--- config.mk ---
export PLATFORM = sky130hd
export DESIGN_NAME = keypad_operand_entry
export DESIGN_NICKNAME = d
export VERILOG_FILES = /design/src/rtl/keypad_pkg.sv /design/src/rtl/keypad_scan_debounce.sv /design/src/rtl/keypad_operand_entry.sv
export SDC_FILE = /design/constraint.sdc
export NUM_CORES = 1
export LEC_CHECK = 0
export ABC_CLOCK_PERIOD_IN_PS = 10900
export CAP_MARGIN = 10
export CORE_MARGIN = 2
export CORE_UTILIZATION = 60
export CTS_CLUSTER_SIZE = 16
export DETAILED_ROUTE_END_ITERATION = 12
export PLACE_DENSITY = 0.81
export SLEW_MARGIN = 0
export SYNTH_ARGS = -nofsm -noshare
export SYNTH_HDL_FRONTEND = slang
export SYNTH_SLANG_ARGS = --single-unit
--- constraint.sdc ---
create_clock -name clk_i -period 10.9 [get_ports clk_i]
set_clock_uncertainty 0.2 [all_clocks]
set_input_delay 2.18 -clock clk_i [delete_from_list [all_inputs] [get_ports clk_i]]
set_output_delay 2.18 -clock clk_i [all_outputs]
set_load 0.005 [all_outputs]
--- src/rtl/keypad_pkg.sv ---
// Shared types and helpers for the keypad operand entry block.
//   key_e           : decoded key identity carried on key_code
//   entry_state_e   : operand entry phase
//   debounce_state_e: press/release tracking inside the scanner
//   code_to_key     : maps a matrix position (r*4+c) to a key identity
package keypad_pkg;

  typedef enum logic [4:0] {
    KEY_0    = 5'd0,
    KEY_1    = 5'd1,
    KEY_2    = 5'd2,
    KEY_3    = 5'd3,
    KEY_4    = 5'd4,
    KEY_5    = 5'd5,
    KEY_6    = 5'd6,
    KEY_7    = 5'd7,
    KEY_8    = 5'd8,
    KEY_9    = 5'd9,
    KEY_A    = 5'd10,
    KEY_B    = 5'd11,
    KEY_C    = 5'd12,
    KEY_D    = 5'd13,
    KEY_STAR = 5'd14,
    KEY_HASH = 5'd15,
    KEY_NONE = 5'd16
  } key_e;

  typedef enum logic [1:0] {
    S_FIRST  = 2'd0,
    S_SECOND = 2'd1,
    S_DONE   = 2'd2
  } entry_state_e;

  typedef enum logic {
    DB_IDLE    = 1'b0,
    DB_PRESSED = 1'b1
  } debounce_state_e;

  localparam int unsigned DIGIT_MUL = 32'd10;

  // Physical layout: row0 1 2 3 A / row1 4 5 6 B / row2 7 8 9 C / row3 * 0 # D.
  // Positions beyond the 4x4 legend have no meaning and map to KEY_NONE.
  function automatic key_e code_to_key(input int unsigned code);
    key_e k;
    case (code)
      32'd0:   k = KEY_1;
      32'd1:   k = KEY_2;
      32'd2:   k = KEY_3;
      32'd3:   k = KEY_A;
      32'd4:   k = KEY_4;
      32'd5:   k = KEY_5;
      32'd6:   k = KEY_6;
      32'd7:   k = KEY_B;
      32'd8:   k = KEY_7;
      32'd9:   k = KEY_8;
      32'd10:  k = KEY_9;
      32'd11:  k = KEY_C;
      32'd12:  k = KEY_STAR;
      32'd13:  k = KEY_0;
      32'd14:  k = KEY_HASH;
      32'd15:  k = KEY_D;
      default: k = KEY_NONE;
    endcase
    return k;
  endfunction

endpackage

--- src/rtl/keypad_scan_debounce.sv ---
// Keypad matrix scanner with row synchroniser, multi-key rejection and
// frame-based debounce.
//   clk_i, rst_ni : clock, asynchronous active-low reset
//   row_i         : active-low rows, asynchronous to clk_i
//   col_o         : active-low one-hot column drive
//   key_valid_o   : one-cycle pulse per accepted press
//   key_code_o    : key identity of the last accepted press
module keypad_scan_debounce
  import keypad_pkg::*;
#(
  parameter int N_ROWS         = 4,
  parameter int N_COLS         = 4,
  parameter int SCAN_DIV       = 27000,
  parameter int DEBOUNCE_SCANS = 10
) (
  input  logic              clk_i,
  input  logic              rst_ni,
  input  logic [N_ROWS-1:0] row_i,
  output logic [N_COLS-1:0] col_o,
  output logic              key_valid_o,
  output key_e              key_code_o
);

  localparam int DIV_W  = $clog2(SCAN_DIV);
  localparam int COL_W  = (N_COLS > 1) ? $clog2(N_COLS) : 1;
  localparam int ROW_W  = (N_ROWS > 1) ? $clog2(N_ROWS) : 1;
  localparam int CODE_W = (N_ROWS * N_COLS > 1) ? $clog2(N_ROWS * N_COLS) : 1;
  localparam int CNT_W  = $clog2(DEBOUNCE_SCANS + 1);

  if (SCAN_DIV < 4) begin : g_bad_scan_div
    $error("SCAN_DIV must be at least 4");
  end
  if (DEBOUNCE_SCANS < 1) begin : g_bad_debounce
    $error("DEBOUNCE_SCANS must be at least 1");
  end

  logic [N_ROWS-1:0] row_meta_q, row_sync_q;
  logic [DIV_W-1:0]  div_q, div_d;
  logic [COL_W-1:0]  col_idx_q, col_idx_d;
  logic [N_COLS-1:0] col_q, col_d;
  logic [1:0]        frame_hits_q, frame_hits_d;
  logic [CODE_W-1:0] frame_code_q, frame_code_d;
  debounce_state_e   db_state_q, db_state_d;
  logic [CODE_W-1:0] cand_code_q, cand_code_d;
  logic [CNT_W-1:0]  db_cnt_q, db_cnt_d;
  logic              key_valid_q, key_valid_d;
  key_e              key_code_q, key_code_d;

  logic              slot_end_s, frame_end_s;
  logic [1:0]        col_hits_s, tot_hits_s;
  logic [2:0]        hit_sum_s;
  logic [ROW_W-1:0]  col_row_s;
  logic [CODE_W-1:0] col_code_s, frame_code_s;
  logic [CNT_W-1:0]  cnt_next_s;
  key_e              frame_key_s;

  assign slot_end_s  = (div_q == DIV_W'(SCAN_DIV - 1));
  assign frame_end_s = slot_end_s && (col_idx_q == COL_W'(N_COLS - 1));

  // Slot timer and column rotation; col_q always mirrors col_idx_q.
  always_comb begin
    div_d     = div_q + DIV_W'(1);
    col_idx_d = col_idx_q;
    if (slot_end_s) begin
      div_d = '0;
      if (col_idx_q == COL_W'(N_COLS - 1)) begin
        col_idx_d = '0;
      end else begin
        col_idx_d = col_idx_q + COL_W'(1);
      end
    end else begin
      col_idx_d = col_idx_q;
    end
    col_d = ~(N_COLS'(1) << col_idx_d);
  end

  // Count low rows in the current column (saturating at two) and note which one.
  always_comb begin
    col_hits_s = 2'd0;
    col_row_s  = '0;
    for (int r = 0; r < N_ROWS; r++) begin
      if (!row_sync_q[r]) begin
        col_hits_s = (col_hits_s == 2'd2) ? 2'd2 : col_hits_s + 2'd1;
        col_row_s  = ROW_W'(r);
      end else begin
        col_hits_s = col_hits_s;
      end
    end
  end

  assign col_code_s   = CODE_W'(int'(col_row_s) * N_COLS + int'(col_idx_q));
  assign hit_sum_s    = {1'b0, frame_hits_q} + {1'b0, col_hits_s};
  assign tot_hits_s   = (hit_sum_s > 3'd2) ? 2'd2 : hit_sum_s[1:0];
  assign frame_code_s = (col_hits_s == 2'd1) ? col_code_s : frame_code_q;
  assign frame_key_s  = code_to_key(32'(frame_code_s));

  // Frame accumulator: hits so far this frame and the position of a single hit.
  always_comb begin
    frame_hits_d = frame_hits_q;
    frame_code_d = frame_code_q;
    if (frame_end_s) begin
      frame_hits_d = 2'd0;
      frame_code_d = '0;
    end else if (slot_end_s) begin
      frame_hits_d = tot_hits_s;
      frame_code_d = frame_code_s;
    end else begin
      frame_hits_d = frame_hits_q;
    end
  end

  // Debounce: evaluated once per frame; tot_hits 0 = none, 1 = single key, 2 = invalid.
  always_comb begin
    db_state_d  = db_state_q;
    cand_code_d = cand_code_q;
    db_cnt_d    = db_cnt_q;
    key_valid_d = 1'b0;
    key_code_d  = key_code_q;
    cnt_next_s  = db_cnt_q + CNT_W'(1);
    if (frame_end_s) begin
      case (db_state_q)
        DB_IDLE: begin
          if (tot_hits_s == 2'd1) begin
            if ((db_cnt_q != '0) && (frame_code_s == cand_code_q)) begin
              cnt_next_s = db_cnt_q + CNT_W'(1);
            end else begin
              cnt_next_s = CNT_W'(1);
            end
            cand_code_d = frame_code_s;
            if (cnt_next_s == CNT_W'(DEBOUNCE_SCANS)) begin
              db_cnt_d   = '0;
              db_state_d = DB_PRESSED;
              // Positions with no legend are consumed silently.
              if (frame_key_s != KEY_NONE) begin
                key_valid_d = 1'b1;
                key_code_d  = frame_key_s;
              end else begin
                key_valid_d = 1'b0;
              end
            end else begin
              db_cnt_d = cnt_next_s;
            end
          end else begin
            db_cnt_d = '0;
          end
        end
        DB_PRESSED: begin
          if (tot_hits_s == 2'd0) begin
            if (cnt_next_s == CNT_W'(DEBOUNCE_SCANS)) begin
              db_cnt_d   = '0;
              db_state_d = DB_IDLE;
            end else begin
              db_cnt_d = cnt_next_s;
            end
          end else begin
            db_cnt_d = '0;
          end
        end
        default: begin
          db_state_d = DB_IDLE;
          db_cnt_d   = '0;
        end
      endcase
    end else begin
      db_cnt_d = db_cnt_q;
    end
  end

  // Synchroniser, scan and frame registers.
  always_ff @(posedge clk_i or negedge rst_ni) begin
    if (!rst_ni) begin
      row_meta_q   <= '1;
      row_sync_q   <= '1;
      div_q        <= '0;
      col_idx_q    <= '0;
      col_q        <= ~N_COLS'(1);
      frame_hits_q <= 2'd0;
      frame_code_q <= '0;
    end else begin
      row_meta_q   <= row_i;
      row_sync_q   <= row_meta_q;
      div_q        <= div_d;
      col_idx_q    <= col_idx_d;
      col_q        <= col_d;
      frame_hits_q <= frame_hits_d;
      frame_code_q <= frame_code_d;
    end
  end

  // Debounce state and key outputs.
  always_ff @(posedge clk_i or negedge rst_ni) begin
    if (!rst_ni) begin
      db_state_q  <= DB_IDLE;
      cand_code_q <= '0;
      db_cnt_q    <= '0;
      key_valid_q <= 1'b0;
      key_code_q  <= KEY_NONE;
    end else begin
      db_state_q  <= db_state_d;
      cand_code_q <= cand_code_d;
      db_cnt_q    <= db_cnt_d;
      key_valid_q <= key_valid_d;
      key_code_q  <= key_code_d;
    end
  end

  assign col_o       = col_q;
  assign key_valid_o = key_valid_q;
  assign key_code_o  = key_code_q;

endmodule

--- src/rtl/keypad_operand_entry.sv ---
// Keypad front end producing two signed decimal operands.
//   clk_i, rst_ni  : clock, asynchronous active-low reset
//   row_i / col_o  : keypad matrix rows (active-low) and column drive
//   key_valid_o    : one-cycle pulse per debounced press
//   key_code_o     : keypad_pkg::key_e of the last press
//   first_num_o    : signed first operand, live
//   second_num_o   : signed second operand, live
//   entry_phase_o  : keypad_pkg::entry_state_e
//   ops_valid_o    : operand pair complete, held until ops_ready_i
//   ops_ready_i    : downstream accepts the pair
module keypad_operand_entry
  import keypad_pkg::*;
#(
  parameter int N_ROWS         = 4,
  parameter int N_COLS         = 4,
  parameter int SCAN_DIV       = 27000,
  parameter int DEBOUNCE_SCANS = 10,
  parameter int MAX_DIGITS     = 3,
  parameter int OP_WIDTH       = 12
) (
  input  logic                       clk_i,
  input  logic                       rst_ni,
  input  logic [N_ROWS-1:0]          row_i,
  output logic [N_COLS-1:0]          col_o,
  output logic                       key_valid_o,
  output logic [4:0]                 key_code_o,
  output logic signed [OP_WIDTH-1:0] first_num_o,
  output logic signed [OP_WIDTH-1:0] second_num_o,
  output logic [1:0]                 entry_phase_o,
  output logic                       ops_valid_o,
  input  logic                       ops_ready_i
);

  localparam int DCNT_W = $clog2(MAX_DIGITS + 1);
  localparam longint unsigned MAX_MAG = (64'd10 ** MAX_DIGITS) - 64'd1;

  if (((64'd1 << (OP_WIDTH - 1)) - 64'd1) < MAX_MAG) begin : g_bad_width
    $error("OP_WIDTH too small for MAX_DIGITS");
  end

  logic key_valid_s;
  key_e key_code_s;

  keypad_scan_debounce #(
    .N_ROWS        (N_ROWS),
    .N_COLS        (N_COLS),
    .SCAN_DIV      (SCAN_DIV),
    .DEBOUNCE_SCANS(DEBOUNCE_SCANS)
  ) u_scan (
    .clk_i      (clk_i),
    .rst_ni     (rst_ni),
    .row_i      (row_i),
    .col_o      (col_o),
    .key_valid_o(key_valid_s),
    .key_code_o (key_code_s)
  );

  // Index 0 is the first operand, index 1 the second.
  entry_state_e         state_q, state_d;
  logic [OP_WIDTH-1:0]  mag_q [2];
  logic [OP_WIDTH-1:0]  mag_d [2];
  logic                 neg_q [2];
  logic                 neg_d [2];
  logic [DCNT_W-1:0]    dcnt_q [2];
  logic [DCNT_W-1:0]    dcnt_d [2];
  logic                 ops_valid_q, ops_valid_d;
  logic signed [OP_WIDTH-1:0] first_num_q, first_num_d;
  logic signed [OP_WIDTH-1:0] second_num_q, second_num_d;
  logic                 cur_s;
  logic                 clear_all_s;

  assign cur_s       = (state_q == S_SECOND);
  assign clear_all_s = ((state_q == S_DONE) && ops_valid_q && ops_ready_i) ||
                       (key_valid_s && (key_code_s == KEY_STAR));

  // Entry FSM: next state, operand edits and handshake.
  always_comb begin
    state_d     = state_q;
    ops_valid_d = ops_valid_q;
    for (int i = 0; i < 2; i++) begin
      mag_d[i]  = mag_q[i];
      neg_d[i]  = neg_q[i];
      dcnt_d[i] = dcnt_q[i];
    end
    if (clear_all_s) begin
      state_d     = S_FIRST;
      ops_valid_d = 1'b0;
      for (int i = 0; i < 2; i++) begin
        mag_d[i]  = '0;
        neg_d[i]  = 1'b0;
        dcnt_d[i] = '0;
      end
    end else if (key_valid_s) begin
      case (state_q)
        S_FIRST, S_SECOND: begin
          if (key_code_s <= KEY_9) begin
            if (dcnt_q[cur_s] < DCNT_W'(MAX_DIGITS)) begin
              mag_d[cur_s]  = OP_WIDTH'(32'(mag_q[cur_s]) * DIGIT_MUL + 32'(key_code_s));
              dcnt_d[cur_s] = dcnt_q[cur_s] + DCNT_W'(1);
            end else begin
              mag_d[cur_s] = mag_q[cur_s];
            end
          end else begin
            case (key_code_s)
              KEY_B: neg_d[cur_s] = ~neg_q[cur_s];
              KEY_C: begin
                mag_d[cur_s]  = '0;
                neg_d[cur_s]  = 1'b0;
                dcnt_d[cur_s] = '0;
              end
              KEY_A: begin
                if (state_q == S_FIRST) begin
                  state_d = S_SECOND;
                end else begin
                  state_d = state_q;
                end
              end
              KEY_HASH, KEY_D: begin
                if (state_q == S_SECOND) begin
                  state_d     = S_DONE;
                  ops_valid_d = 1'b1;
                end else begin
                  state_d = state_q;
                end
              end
              default: state_d = state_q;
            endcase
          end
        end
        S_DONE:  state_d = S_DONE;
        default: begin
          state_d     = S_FIRST;
          ops_valid_d = 1'b0;
        end
      endcase
    end else begin
      state_d = state_q;
    end
    // Sign flag survives a zero magnitude: -0 stays 0 until a digit arrives.
    first_num_d  = neg_d[0] ? (~mag_d[0] + OP_WIDTH'(1)) : mag_d[0];
    second_num_d = neg_d[1] ? (~mag_d[1] + OP_WIDTH'(1)) : mag_d[1];
  end

  // Entry state, operand and output registers.
  always_ff @(posedge clk_i or negedge rst_ni) begin
    if (!rst_ni) begin
      state_q      <= S_FIRST;
      ops_valid_q  <= 1'b0;
      first_num_q  <= '0;
      second_num_q <= '0;
      for (int i = 0; i < 2; i++) begin
        mag_q[i]  <= '0;
        neg_q[i]  <= 1'b0;
        dcnt_q[i] <= '0;
      end
    end else begin
      state_q      <= state_d;
      ops_valid_q  <= ops_valid_d;
      first_num_q  <= first_num_d;
      second_num_q <= second_num_d;
      for (int i = 0; i < 2; i++) begin
        mag_q[i]  <= mag_d[i];
        neg_q[i]  <= neg_d[i];
        dcnt_q[i] <= dcnt_d[i];
      end
    end
  end

  assign key_valid_o   = key_valid_s;
  assign key_code_o    = key_code_s;
  assign first_num_o   = first_num_q;
  assign second_num_o  = second_num_q;
  assign entry_phase_o = state_q;
  assign ops_valid_o   = ops_valid_q;

endmodule

==> impl_metrics.py, run 1 <==
metrics = {
    "run_status": {
        "outcome": "complete, no violations",
    },
    "logic_synthesis": {
        "syn_inst": 658,
        "synth.top_cells.by_area": "sky130_fd_sc_hd__dfrtp_1 (38%), sky130_fd_sc_hd__ha_1 (6.5%), sky130_fd_sc_hd__dfstp_2 (5.1%)",
        "combinational_family_with_the_most_area_after_synthesis": "simple AND/OR/NAND/NOR gates",
        "proportion_of_synthesized_area_in_mux_cells": 0.0220,
        "mapped_nets": 700,
        "ys_ff_latch": 105,
        "synth_seq_area_share": 0.427,
        "synth_area_per_cell_sq_um": 9.41,
        "synth_top_cell_area_share": 0.376,
        "yosys.cell_count.top_type": "sky130_fd_sc_hd__dfrtp_1",
        "ys_top_cells_by_count": "sky130_fd_sc_hd__dfrtp_1 (93), sky130_fd_sc_hd__nand2_1 (82), sky130_fd_sc_hd__nor2_1 (62)",
        "synth_compound_area_frac": 0.163,
        "yosysWarnings": 0,
        "synth_async_sr_flop_share": 1.00,
        "synth_edf_count": 0,
        "synthesized_area_sq_um": 6190,
        "synthAdderAreaFrac": 0.0743,
        "yosys.area_share.xor_xnor": 0.0786,
        "post-synth-top-area-cell": "sky130_fd_sc_hd__dfrtp_1",
        "post_synth_and_or_nand_nor_area_fraction": 0.191,
        "netlist-cell-type-count": 83,
        "yosys_most_used_dff": "sky130_fd_sc_hd__dfrtp_1",
    },
    "setup_path": {
        "worst_ep_arrival_time_ns": 5.00,
        "crit_path_start_kind": "register",
        "cp_data_required_time_ns": 10.94,
        "worst-r2r-cell-count": 16,
        "timing.setup.critical_path_class": "register to register",
        "crit_path_cell_trace": "nor2b_1 -> buf_4 -> mux2i_1 -> inv_1 -> ha_1 -> ha_1 -> fa_1 -> xor2_1 -> nand2_1 -> a21oi_1 -> xor2_1 -> o221ai_1 -> a21oi_1 -> nor4b_2 -> a31oi_1 -> xnor2_1",
        "worst-r2r-setup-slack_ns": 5.93,
        "crit_path_max_fanout": 18,
        "cp_top_family": "compound AO/OA/AOI/OAI gates",
        "worstSetupEndpointType": "register",
        "cpMaxStageDelayCell": "sky130_fd_sc_hd__dfrtp_1",
        "critical_path.reg2reg.endpoint": "first_num_o[10]$_DFF_PN0_",
        "timing.critical_path.buf_inv": 2,
        "timing.rr.start": "entry_phase_o[0]$_DFFE_PN0P_",
        "cpPeakStageDelay_ns": 0.62,
    },
    "floorplan": {
        "die_h_microns": 106,
        "chipWidth_microns": 106,
        "row_count": 37,
        "start_util": 0.608,
        "ios": 44,
        "floorplan.die_area_sq_um": 11200,
        "placeableCoreArea_sq_um": 10200,
    },
    "cells_and_area": {
        "fin_cells": 832,
        "flow.area_growth_from_synthesis_pct": 11.4,
        "post_route_cells_drive_above_1_share": 0.0848,
        "sequential_cell_area_sq_um": 2640,
        "multi_input_comb_area_sq_um": 3280,
        "filler_cell_count": 819,
        "insertedDiodeCount": 0,
        "final_net_count": 734,
    },
    "drt": {
        "route.detailed.drc": 0,
        "routed_wire_length_mm": 14.8,
        "drt-initial-drc-count": 420,
        "detail-route-antenna-nets": 0,
        "detailedRoute.firstPassIterationCount": 5,
        "route.detailed.wl_per_inst_microns": 17.8,
        "drt-vias-per-instance": 6.00,
        "route.vias.total": 4988,
    },
    "sta": {
        "drv_slew": 0,
        "tightest_slew_ns": 1.02,
        "finalSetupTns_ns": 0,
        "final-hold-violation-count": 0,
        "fmax_ghz": 0.201,
        "min_period_over_period": 0.456,
        "period_minus_slack_ns": 4.97,
        "setup_viol": 0,
        "timing.slew.headroom": 0.318,
        "unrepaired_setup_endpoints_after_global_routing": "no",
    },
    "power_and_ir_drop": {
        "seq_power_share": 0.599,
        "comb_power_share": 0.042,
        "total_net_switching_power_mw": 0.153,
        "power.leakage_nw": 3.31,
        "powerDensity_nw_per_um2": 95.2,
        "power_mw": 0.657,
        "vdd.ir_drop.worst_mv": 0.0804,
        "cellInternalPower_mw": 0.504,
        "clock_power_share": 0.359,
        "proportion_of_total_power_due_to_net_switching": 0.232,
    },
    "global_route": {
        "grt-ovfl-total": 0,
        "maximum_number_of_pins_on_one_net_before_global_route_repair": 56,
        "grt_use_total": 0.279,
        "vias_in_the_first_global_route": 5028,
        "grt_antenna_before_repair": 0,
        "grt_pass1_wl_mm": 24.6,
    },
    "placement": {
        "dp_hpwl_mm": 11.1,
        "buffer_ports.inserted": 43,
        "gp_congestion": 0.961,
        "numPlacedInstances": 817,
    },
    "clock_network": {
        "cts_hold_repair.buffers": 0,
        "post-cts-setup-buffers": 0,
        "clock-root-buffer": "sky130_fd_sc_hd__clkbuf_8",
        "cts_tree": "done",
        "cts-root-to-sink-buffers": 2,
        "cts.reportedPaths.clkPinSlew_ns": 0.09,
        "cts_max_level": 3,
        "postCtsResizedCells": 0,
        "clock_net_sink_count": 105,
        "worstSkewPairLatency_ns": 0.38,
        "cts_made_buffers": 9,
    },
    "flow_run": {
        "maxCapViolCount": 0,
    },
    "hold_path": {
        "hold-path-cell-count": 0,
        "timing.hold.worst.class": "register to register",
        "worst_hold_startpoint": "u_scan.row_meta_q[3]$_DFF_PN1_",
        "hold-path-endpoint": "u_scan.row_sync_q[3]$_DFF_PN1_",
    },
}
stage by stage:
| stage | setup WS [ns] | util | hold slack, ns | cell area [sq um] |
|---|---|---|---|---|
| after floorplan | 6.38 | - | 0.145 | 6190 |
| after global placement | 5.81 | 0.659 | 0.145 | 6710 |
| after detailed placement | 5.76 | 0.659 | 0.148 | 6710 |
| after CTS | 5.96 | 0.677 | 0.164 | 6900 |
| after global routing | 5.56 | 0.677 | 0.166 | 6900 |
| final | 5.93 | 0.677 | 0.160 | 6900 |
worst register-to-register path, delay by kind of cell (launching register included):
family	cells	cell delay [ns]
and+or+nand+nor	3	0.49
adders and majority gates	3	0.97
muxes	1	0.37
xor gates and xnor gates	3	0.70
DFF	1	0.62
AOI/OAI and AO/OA	4	1.13
buffers and inverters	2	0.35
flip-flops by register name (all words and copies together), names as in the netlist:
signal               flops
neg_q                    2
u_scan.frame_code_q      4
u_scan.frame_hits_q      2
first_num_o             12
entry_phase_o            2
dcnt_q                   4
u_scan.db_state_q        1
u_scan.row_sync_q        4
u_scan.db_cnt_q          4
u_scan.row_meta_q        4
u_scan.col_idx_q         2
second_num_o            12
u_scan.key_code_o        5
ops_valid_o              1
u_scan.key_valid_o       1
u_scan.cand_code_q       4
u_scan.div_q            15
mag_q                   22
u_scan.col_o             4
area by class of cell:
type                    count  share of cell area
clock buffers               9              0.0180
clock inverters             6             0.00871
inverters                  44              0.0239
multi-input cells         485               0.475
flip-flops and latches    105               0.383
well taps                 136              0.0247
repair buffers             47              0.0664
worst max path at each step:
stage                           endpoint                         start  depth (start not counted)
3_3_place_gp   first_num_o[10]$_DFF_PN0_                   ops_ready_i                         11
2_1_floorplan  first_num_o[11]$_DFF_PN0_  entry_phase_o[0]$_DFFE_PN0P_                         18
4_1_cts        first_num_o[11]$_DFF_PN0_  entry_phase_o[0]$_DFFE_PN0P_                         16
3_5_place_dp   first_num_o[10]$_DFF_PN0_                   ops_ready_i                         11
6_report       first_num_o[10]$_DFF_PN0_  entry_phase_o[0]$_DFFE_PN0P_                         16
5_1_grt        first_num_o[11]$_DFF_PN0_  entry_phase_o[0]$_DFFE_PN0P_                         16
logic make-up (layout without fill, tap and decap cells):
logic type | count (synthesis) | after routing
simple gates | 232 | 232
compound gates | 152 | 152
flops | 105 | 105
buf+inv | 68 | 106
xor+xnor | 54 | 54
fa+ha+maj | 35 | 35
mux | 12 | 12
routing by layer:
layer | wire, microns | up-vias | track usage
met4 | 441 | 0 | 0.116
met3 | 943 | 42 | 0.0495
li1 | - | 2340 | -
met1 | 6170 | 2425 | 0.363
met2 | 7290 | 181 | 0.461
met5 | 0 | - | 0
power groups by stage:
stage / clock network [mW] / registers, mW / logic, mW
floorplan: 0 / 0.400 / 0.0144
global placement: 0 / 0.400 / 0.0263
detailed placement: 0 / 0.401 / 0.0281
CTS: 0.239 / 0.393 / 0.0281
global route: 0.256 / 0.393 / 0.0314
finish: 0.236 / 0.393 / 0.0275
cell usage in the layout, fill, tap and decap left out, types with 6 or more instances in the layout:
cell type                         instances
sky130_fd_sc_hd__o22ai_1                  6
sky130_fd_sc_hd__nor2b_1                  9
sky130_fd_sc_hd__clkdlybuf4s50_1         42
sky130_fd_sc_hd__o21a_1                   6
sky130_fd_sc_hd__mux2i_1                  8
sky130_fd_sc_hd__nand3_1                 16
sky130_fd_sc_hd__a31oi_1                  7
sky130_fd_sc_hd__nor2_1                  62
sky130_fd_sc_hd__ha_1                    32
sky130_fd_sc_hd__o221ai_1                 6
sky130_fd_sc_hd__xor2_1                  29
sky130_fd_sc_hd__xnor2_1                 24
sky130_fd_sc_hd__clkbuf_8                 9
sky130_fd_sc_hd__dfstp_2                 12
sky130_fd_sc_hd__nand2_1                 82
sky130_fd_sc_hd__nor3_1                   8
sky130_fd_sc_hd__dfrtp_1                 93
sky130_fd_sc_hd__and2_1                   6
sky130_fd_sc_hd__a21o_1                   7
sky130_fd_sc_hd__o21ai_0                 44
sky130_fd_sc_hd__a211oi_1                 7
sky130_fd_sc_hd__inv_1                   42
sky130_fd_sc_hd__nand2b_1                 7
sky130_fd_sc_hd__a21oi_1                 29
No activity file was read; power rests on OpenSTA's default activity.
==> run 2, diff against run 1 <==
ABC_CLOCK_PERIOD_IN_PS = 5140   (was 10900)
CORE_UTILIZATION = 59   (was 60)
PLACE_DENSITY = 0.8   (was 0.81)
clock period = 5.14 ns   (was 10.9 ns; I/O delays follow)
==> run 2 against run 1 <==
Net effect:
- sequential power grew 110%
- via count grew 0.62%
- critical path depth shrank 1
- combinational power grew 110%
- die area grew 1.6%
- hold slack gained 0.00087 ns
- design area grew 0.94%
- setup slack lost 5.6 ns
- total power grew 120%
- non-clock buffer count grew 4
- wire length shrank 3.4%
- first-iteration DRC count shrank 15%
- largest cell class unchanged
- highest routed layer unchanged
==> impl_metrics.py, run 2 (same netlist as run 1, synthesis figures left out) <==
metrics = {
    "global_route": {
        "maximum_number_of_pins_on_one_net_before_global_route_repair": 72,
        "grt_pass1_wl_mm": 24.1,
        "grt_antenna_before_repair": 0,
        "grt_use_total": 0.270,
        "vias_in_the_first_global_route": 5049,
        "grt-ovfl-total": 0,
    },
    "placement": {
        "preCtsSetupSlack_ns": 0.374,
        "buffer_ports.inserted": 43,
        "dpl_cell_area_sq_um": 6740,
        "numPlacedInstances": 821,
        "dp_hpwl_mm": 10.7,
        "gp_congestion": 0.994,
    },
    "power_and_ir_drop": {
        "vdd.ir_drop.worst_mv": 0.150,
        "clock_power_share": 0.386,
        "power.leakage_nw": 3.34,
        "seq_power_share": 0.574,
        "proportion_of_total_power_due_to_net_switching": 0.224,
        "total_net_switching_power_mw": 0.326,
        "cellInternalPower_mw": 1.13,
        "powerDensity_nw_per_um2": 209,
        "comb_power_share": 0.040,
    },
    "drt": {
        "routed_wire_length_mm": 14.3,
        "route.detailed.wl_per_inst_microns": 17.1,
        "route.vias.total": 5019,
        "detail-route-antenna-nets": 0,
        "drt-vias-per-instance": 6.00,
        "drt-initial-drc-count": 358,
        "route.detailed.drc": 0,
        "detailedRoute.firstPassIterationCount": 7,
    },
    "setup_path": {
        "worst_ep_arrival_time_ns": 4.85,
        "crit_path_start_kind": "register",
        "crit_path_max_fanout": 11,
        "timing.setup.critical_path_class": "register to register",
        "timing.rr.start": "entry_phase_o[0]$_DFFE_PN0P_",
        "critical_path.reg2reg.endpoint": "first_num_o[11]$_DFF_PN0_",
        "worst-r2r-setup-slack_ns": 0.34,
        "worstSetupEndpointType": "register",
        "worst-r2r-cell-count": 15,
        "cp_data_required_time_ns": 5.19,
    },
    "cells_and_area": {
        "fin_cells": 837,
        "insertedDiodeCount": 0,
        "regMostFlops": "mag_q",
        "mostFrequentLayoutCells": "sky130_fd_sc_hd__dfrtp_1 (93), sky130_fd_sc_hd__nand2_1 (82), sky130_fd_sc_hd__nor2_1 (62)",
        "final_net_count": 738,
        "flow.area_growth_from_synthesis_pct": 12.4,
        "layout_commonest_cell": "sky130_fd_sc_hd__dfrtp_1",
        "flip_flop_count_of_the_largest_register_after_layout": 22,
        "post_route_cells_drive_above_1_share": 0.0899,
        "final_design_area_no_fill_sq_um": 6960,
        "reg_top3": "mag_q: 22 flops, u_scan.div_q: 15 flops",
    },
    "hold_path": {
        "hold-path-cell-count": 0,
        "timing.hold.worst.class": "register to register",
        "worst_hold_startpoint": "u_scan.row_meta_q[3]$_DFF_PN1_",
        "hold-path-endpoint": "u_scan.row_sync_q[3]$_DFF_PN1_",
    },
    "sta": {
        "period_minus_slack_ns": 4.80,
        "timing.slew.headroom": 0.400,
        "tightest_slew_ns": 0.894,
        "min_period_over_period": 0.934,
        "drv_slew": 0,
        "unrepaired_setup_endpoints_after_global_routing": "no",
        "fmax_ghz": 0.208,
        "final-hold-violation-count": 0,
        "setup_viol": 0,
        "final_critical_path_setup_slack_ns": 0.339,
        "finalSetupTns_ns": 0,
        "timing.hold.ws_ns": 0.161,
    },
    "clock_network": {
        "cts.reportedPaths.clkPinSlew_ns": 0.10,
        "cts_tree": "done",
        "postCtsResizedCells": 0,
        "clock_net_sink_count": 105,
        "worstSkewPairLatency_ns": 0.37,
        "cts_hold_repair.buffers": 0,
        "post-cts-setup-buffers": 0,
        "cts-root-to-sink-buffers": 2,
        "cts_made_buffers": 9,
        "clock-root-buffer": "sky130_fd_sc_hd__clkbuf_8",
        "cts_max_level": 3,
    },
    "floorplan": {
        "ios": 44,
        "start_util": 0.603,
        "placeableCoreArea_sq_um": 10300,
        "chipWidth_microns": 106,
        "die_h_microns": 106,
        "row_count": 37,
        "floorplan.die_area_sq_um": 11300,
    },
    "flow_run": {
        "maxCapViolCount": 0,
    },
    "run_status": {
        "outcome": "complete, no violations",
    },
}
run 2: cell types whose count changed in the layout (fill, tap and decap cells not counted), sizes merged:
| cell | delta |
|---|---|
| inv | +1 |
| clkinv | -2 |
| bufinv | +1 |
| buf | +4 |
| clkbuf | +1 |
run 2: power by group through the flow:
stage               sequential (mW)  combinational [mW]  clock, mW
floorplan                     0.849              0.0306          0
global placement              0.849              0.0569          0
detailed placement            0.849              0.0593          0
CTS                           0.834              0.0597      0.574
global route                  0.834              0.0674      0.608
finish                        0.834              0.0584      0.561
run 2: routing by layer:
layer,global-route usage,wire length [microns]
met4,0.105,491
met5,0,0
met1,0.343,5930
met3,0.0650,1020
met2,0.446,6890
run 2: final cells by class:
class,count,area (sq um)
Fill cell,801,3310
Tap cell,136,170
Clock buffer,10,128
Inverter,44,165
Timing Repair Buffer,51,488
Multi-Input combinational cell,485,3280
Sequential cell,105,2640
Clock inverter,6,91.3
run 2: per-stage QoR:
step | util | total power [mW]
after floorplan | - | 0.880
after global placement | 0.656 | 0.906
after detailed placement | 0.656 | 0.909
after CTS | 0.678 | 1.47
after global routing | 0.678 | 1.51
final | 0.678 | 1.45
run 2: worst max-delay path, cell delays in order (launching register included):
cell	delay, ns
sky130_fd_sc_hd__dfrtp_1	0.61
sky130_fd_sc_hd__nor2b_1	0.33
sky130_fd_sc_hd__mux2i_1	0.35
sky130_fd_sc_hd__inv_1	0.09
sky130_fd_sc_hd__ha_1	0.30
sky130_fd_sc_hd__ha_1	0.23
sky130_fd_sc_hd__fa_1	0.42
sky130_fd_sc_hd__a211oi_1	0.28
sky130_fd_sc_hd__nor2_1	0.10
sky130_fd_sc_hd__xor2_1	0.28
sky130_fd_sc_hd__nand4_1	0.16
sky130_fd_sc_hd__nor3_1	0.23
sky130_fd_sc_hd__xor2_1	0.15
sky130_fd_sc_hd__a222oi_1	0.58
sky130_fd_sc_hd__a31oi_1	0.19
sky130_fd_sc_hd__xor2_1	0.18
run 2: worst max path at each step:
stage / start / to / slack [ns] / cells after the start
2_1_floorplan: entry_phase_o[0]$_DFFE_PN0P_ / first_num_o[11]$_DFF_PN0_ / 0.62 / 18
5_1_grt: entry_phase_o[0]$_DFFE_PN0P_ / first_num_o[11]$_DFF_PN0_ / 0.01 / 15
4_1_cts: entry_phase_o[0]$_DFFE_PN0P_ / first_num_o[11]$_DFF_PN0_ / 0.36 / 15
3_5_place_dp: entry_phase_o[0]$_DFFE_PN0P_ / first_num_o[11]$_DFF_PN0_ / 0.37 / 15
6_report: entry_phase_o[0]$_DFFE_PN0P_ / first_num_o[11]$_DFF_PN0_ / 0.34 / 15
3_3_place_gp: entry_phase_o[0]$_DFFE_PN0P_ / first_num_o[11]$_DFF_PN0_ / 0.63 / 15
